==> src/rtl/mips_io_pkg.sv <==
// Shared definitions for the MIPS memory-mapped I/O blocks: serialiser state
// encoding and the default store addresses of the UART transmitter.
package mips_io_pkg;

  typedef enum logic [1:0] {
    IDLE  = 2'd0,
    START = 2'd1,
    DATA  = 2'd2,
    STOP  = 2'd3
  } uart_state_t;

  localparam logic [31:0] TX_ADDR_DEFAULT   = 32'hFFFF_FFF0;
  localparam logic [31:0] CTRL_ADDR_DEFAULT = 32'hFFFF_FFF4;

endpackage

==> src/rtl/sync_fifo.sv <==
// Single-clock FIFO with show-ahead read port; pointers carry one extra wrap
// bit so full and empty are told apart without a separate count.
module sync_fifo #(
  parameter int WIDTH = 8,
  parameter int DEPTH = 8
) (
  input  logic             clk,
  input  logic             reset,
  input  logic             push,
  input  logic             pop,
  input  logic [WIDTH-1:0] wdata,
  output logic [WIDTH-1:0] rdata,
  output logic             full,
  output logic             empty
);

  localparam int AW = $clog2(DEPTH);
  localparam int PW = AW + 1;

  logic [WIDTH-1:0] mem [DEPTH];
  logic [PW-1:0]    wptr;
  logic [PW-1:0]    rptr;
  logic             do_push;
  logic             do_pop;

  assign empty   = (wptr == rptr);
  assign full    = (wptr[AW] != rptr[AW]) && (wptr[AW-1:0] == rptr[AW-1:0]);
  assign do_pop  = pop && !empty;
  // A push into a full FIFO still fits when the head leaves on the same edge.
  assign do_push = push && (!full || do_pop);
  assign rdata   = mem[rptr[AW-1:0]];

  always_ff @(posedge clk) begin
    if (!reset) begin
      wptr <= '0;
      rptr <= '0;
    end else begin
      if (do_push) wptr <= wptr + PW'(1);
      if (do_pop)  rptr <= rptr + PW'(1);
    end
  end

  always_ff @(posedge clk) begin
    if (do_push) mem[wptr[AW-1:0]] <= wdata;
  end

endmodule

==> src/rtl/store_uart_tx.sv <==
// Store-snooping UART transmitter: byte stores to TX_ADDR are queued and sent
// as 8N1 frames; a store of bit0=1 to CTRL_ADDR clears the sticky overflow.
module store_uart_tx
  import mips_io_pkg::*;
#(
  parameter int          CLKS_PER_BIT = 16,
  parameter int          FIFO_DEPTH   = 8,
  parameter logic [31:0] TX_ADDR      = TX_ADDR_DEFAULT,
  parameter logic [31:0] CTRL_ADDR    = CTRL_ADDR_DEFAULT
) (
  input  logic        clk,
  input  logic        reset,
  input  logic        memwrite,
  input  logic [31:0] dataadr,
  input  logic [31:0] writedata,
  output logic        tx,
  output logic        busy,
  output logic        full,
  output logic        overflow
);

  localparam int            CW       = $clog2(CLKS_PER_BIT);
  localparam logic [CW-1:0] BIT_LAST = CW'(CLKS_PER_BIT - 1);

  uart_state_t   state, state_nx;
  logic [CW-1:0] baud, baud_nx;
  logic [2:0]    bit_idx, bit_idx_nx;
  logic [7:0]    shreg, shreg_nx;
  logic          tx_q, tx_nx;
  logic          ovf_q;
  logic          bit_end;
  logic          pop;
  logic          tx_store;
  logic          ctrl_clear;
  logic          drop;
  logic          fifo_full;
  logic          fifo_empty;
  logic [7:0]    fifo_head;
  logic          unused_wdata_hi;

  assign tx_store        = memwrite && (dataadr == TX_ADDR);
  assign ctrl_clear      = memwrite && (dataadr == CTRL_ADDR) && writedata[0];
  assign drop            = tx_store && fifo_full && !pop;
  assign bit_end         = (baud == BIT_LAST);
  assign unused_wdata_hi = ^writedata[31:8];

  sync_fifo #(
    .WIDTH (8),
    .DEPTH (FIFO_DEPTH)
  ) u_fifo (
    .clk   (clk),
    .reset (reset),
    .push  (tx_store),
    .pop   (pop),
    .wdata (writedata[7:0]),
    .rdata (fifo_head),
    .full  (fifo_full),
    .empty (fifo_empty)
  );

  always_comb begin
    state_nx   = state;
    baud_nx    = bit_end ? '0 : baud + CW'(1);
    bit_idx_nx = bit_idx;
    shreg_nx   = shreg;
    pop        = 1'b0;
    case (state)
      IDLE: begin
        baud_nx = '0;
        if (!fifo_empty) begin
          pop      = 1'b1;
          shreg_nx = fifo_head;
          state_nx = START;
        end
      end
      START: begin
        if (bit_end) begin
          state_nx   = DATA;
          bit_idx_nx = '0;
        end
      end
      DATA: begin
        if (bit_end) begin
          shreg_nx = {1'b0, shreg[7:1]};
          if (bit_idx == 3'd7) state_nx = STOP;
          else                 bit_idx_nx = bit_idx + 3'd1;
        end
      end
      STOP: begin
        if (bit_end) begin
          if (!fifo_empty) begin
            pop      = 1'b1;
            shreg_nx = fifo_head;
            state_nx = START;
          end else begin
            state_nx = IDLE;
          end
        end
      end
      default: state_nx = IDLE;
    endcase
    // Line level is chosen from the upcoming state so tx stays a pure flop.
    case (state_nx)
      START:   tx_nx = 1'b0;
      DATA:    tx_nx = shreg_nx[0];
      default: tx_nx = 1'b1;
    endcase
  end

  always_ff @(posedge clk) begin
    if (!reset) begin
      state   <= IDLE;
      baud    <= '0;
      bit_idx <= '0;
      shreg   <= '0;
      tx_q    <= 1'b1;
      ovf_q   <= 1'b0;
    end else begin
      state   <= state_nx;
      baud    <= baud_nx;
      bit_idx <= bit_idx_nx;
      shreg   <= shreg_nx;
      tx_q    <= tx_nx;
      if (drop)            ovf_q <= 1'b1;
      else if (ctrl_clear) ovf_q <= 1'b0;
    end
  end

  assign tx       = tx_q;
  assign busy     = (state != IDLE) || !fifo_empty;
  assign full     = fifo_full;
  assign overflow = ovf_q;

endmodule
==> config.mk <==
export PLATFORM = sky130hd
export DESIGN_NAME = store_uart_tx
export DESIGN_NICKNAME = d
export VERILOG_FILES = /design/src/rtl/mips_io_pkg.sv /design/src/rtl/sync_fifo.sv /design/src/rtl/store_uart_tx.sv
export SDC_FILE = /design/constraint.sdc
export NUM_CORES = 1
export LEC_CHECK = 0
export ABC_AREA = 1
export BUFFER_PORTS_ARGS = -buffer_cell sky130_fd_sc_hd__buf_2
export CORE_MARGIN = 2
export CORE_UTILIZATION = 30
export DETAILED_ROUTE_END_ITERATION = 10
export PLACE_DENSITY_LB_ADDON = 0.3
export SETUP_SLACK_MARGIN = 0.2
export SYNTH_ARGS = -nofsm -noshare
export SYNTH_HDL_FRONTEND = slang
export SYNTH_SLANG_ARGS = --single-unit
==> constraint.sdc <==
create_clock -name clk -period 2.65 [get_ports clk]
set_input_delay 0.1325 -clock clk [delete_from_list [all_inputs] [get_ports clk]]
set_output_delay 0.1325 -clock clk [all_outputs]
set_load 0.005 [all_outputs]
==> impl_metrics.ini <==
[run_status]
outcome = complete, no violations

[place]
placedCellCount = 727
placed_cell_area_um2 = 4950
portBuffers = 46
dp_hpwl_um = 6730
gp_congestion = 0.778

[synthesis]
synth.ff_latch_count = 94
synth_area_leader_cell = edfxtp_1
syn-num-nets = 579
synth_cell_types = 34
synthAdderAreaFrac_pct = 2.79
syn_inst = 502
avgSynthCellArea_um2 = 8.93
yosys-top-cells-area = edfxtp_1, nand2_1, dfxtp_1
yosysWarnings = 0
synth_compound_area_share_pct = 3.94
yosys.area.top_type_share_pct = 42.9
netlist_area_um2 = 4480
synthXorXnorAreaFrac_pct = 0.782
seq_area_frac_synth_pct = 56.3
synth-simple-area-share_pct = 31.2
synth.mux.area_fraction_pct = 0
synth_top_family_by_area = simple AND/OR/NAND/NOR gates

[cells_and_area]
fin_area_um2 = 5250
final_cell_mix = nand2_1, nand3_1, edfxtp_1
num-nets-final = 631
areaGrowthSynthToFinish_pct = 17.1
fillerInstances = 1450
stdcell_count = 743
drive_gt1_share_pct = 17.4
final_common_cell = nand2_1
num_antenna_cells = 0

[floorplanning]
die-area_um2 = 15900
die_w_um = 126
initial_core_util_pct = 30.7
num_rows = 44
ios = 71
die_h_um = 126
core_area_um2 = 14600

[critical_path]
path_cells = ha_1, nand3_2, nor2_1, nor2_1, nor2_4, nand2_8, nand2_4, and2_4, nand2_4, nor2_2
start_kind = register
r2r-start = baud[0]
r2r_cells = 10
crit_fanout = 9
worstPathArrival_ns = 2.32
worstSetupEndpoint = u_fifo.mem[6][3]
end_kind = register
max_stage_delay_ns = 0.42
critPathKind = reg -> reg
slowest_stage = nor2_2
r2r_setup_slack_ns = 0.31
r2r-end = u_fifo.mem[6][3]
crit_path_start = baud[0]
required_ns = 2.63

[global_route]
grt.overflow.total = 0
grt_pass1_wl_um = 16300
grtUsageTotal_pct = 12.8
grt_pass1_vias = 3337
antenna_found_initial = 0
grt_max_degree = 34

[worst_hold_path]
hold_path_class = in -> reg
min_path_cells = 1

[detailed_routing]
drtIter0Drc = 232
via_count = 3425
first_pass_iters = 4
route.detailed.drc = 0
routed_wl_um = 9670
via_per_inst = 4.61
wl_per_cell_um = 13.0
drtAntennaViolNets = 0

[sta]
clock_skew_ns = 0.00674
setup_violations = 0
rsz0062_at_grt = yes
worst_slew_pin_slew_ns = 0.674
slew_violations = 0
fmax_mhz = 427
period_share_pct = 88.3
tns_ns = 0
maxSlewHeadroom_pct = 54.7
post-route-min-period_ns = 2.34
hold_violations = 0

[power_and_ir_drop]
pwr-share-seq_pct = 38.3
switchingPower_w = 0.00163
intPower_w = 0.00289
p_sw_share_pct = 36.1
peakVddDrop_uv = 326
power_frac_comb_pct = 33.2
power.density_nw_per_um2 = 863
leakage_nw = 2.12
clkPwrFrac_pct = 28.5

[cts]
cts_hold_buf = 0
clock_path_buffers = 2
htree_levels = 3
cts_tree = yes
numCtsBuffers = 9
ctsResizeCount = 0
clock_latency_ns = 0.34
post_cts_buffers = 0
clkTransAtPathRegs_ns = 0.07
cts.sinks = 94
root_buffer = clkbuf_16

[job]
cap_violations = 0
critical path: cells and delay by family (launching register included):
kind | cells | cell delay (ns)
adders and majority gates | 1 | 0.24
DFF | 1 | 0.35
and+or+nand+nor | 9 | 1.38
final cells by class:
class                           count  area [um^2]  area share [%]
Inverter                           45          169            3.22
Clock inverter                      7         72.6            1.38
Clock buffer                        9          225            4.29
Multi-Input combinational cell    350         1740            33.1
Timing Repair Buffer               54          290            5.53
Sequential cell                    94         2520            48.1
Tap cell                          184          230            4.39
cells by family after synthesis:
logic type / after synthesis
AOI/OAI and AO/OA: 30
xor gates and xnor gates: 4
adders and majority gates: 10
buffers and inverters: 58
DFF: 94
and+or+nand+nor: 306
power groups by stage:
stage / sequential [W] / combinational (W) / clock [W]
2_1_floorplan: 0.00175 / 0.00114 / 0
3_3_place_gp: 0.00176 / 0.00149 / 0
3_5_place_dp: 0.00176 / 0.00151 / 0
4_1_cts: 0.00173 / 0.00152 / 0.00132
5_1_grt: 0.00175 / 0.00173 / 0.00138
6_report: 0.00173 / 0.00150 / 0.00129
registers in the layout (all words and copies together) (netlist names), named ones only:
register / flops
shreg: 8
overflow: 1
u_fifo.mem: 64
state: 2
bit_idx: 3
u_fifo.rptr: 4
u_fifo.wptr: 4
tx: 1
baud: 4
synth_stat cells (all sizes together):
cell    instances
nor3            3
clkbuf          7
a21oi          16
o22ai           1
edfxtp         64
a22oi           3
o21ai           4
o21bai          2
xnor2           1
nand3          77
buf             6
xor2            3
and3            1
dfxtp          30
nand2         173
inv            44
nor2           47
a311oi          1
and2            1
a21bo           1
clkinv          1
a31oi           1
o211ai          1
nand4           4
ha             10
metal layers:
layer  global-route usage, %  wire [um]  up-vias
met5                       0          0        -
met4                    4.07        133        0
met3                    2.29        355       11
met2                    21.8       4630       80
met1                    16.6       4550     1568
li1                        -          -     1766
through the flow:
step | hold slack (ns) | total power [W] | utilization, % | worst slack, ns
6_report | 0.0715 | 0.00453 | 36.0 | 0.310
5_1_grt | 0.0728 | 0.00486 | 36.0 | 0.140
4_1_cts | 0.0621 | 0.00456 | 35.9 | 0.284
3_5_place_dp | 0.414 | 0.00327 | 33.9 | 0.294
3_3_place_gp | 0.409 | 0.00325 | 33.9 | 0.337
2_1_floorplan | 0.231 | 0.00288 | - | 0.607
worst min-delay path by stage:
stage	from	end	slack [ns]
final	writedata[1]	u_fifo.mem[5][1]	0.07
after global routing	writedata[1]	u_fifo.mem[4][1]	0.07
after CTS	writedata[1]	u_fifo.mem[4][1]	0.06
after detailed placement	writedata[1]	u_fifo.mem[0][1]	0.41
after global placement	writedata[4]	u_fifo.mem[1][4]	0.41
after floorplan	writedata[0]	u_fifo.mem[0][0]	0.23
No activity file was read; power rests on OpenSTA's default activity.
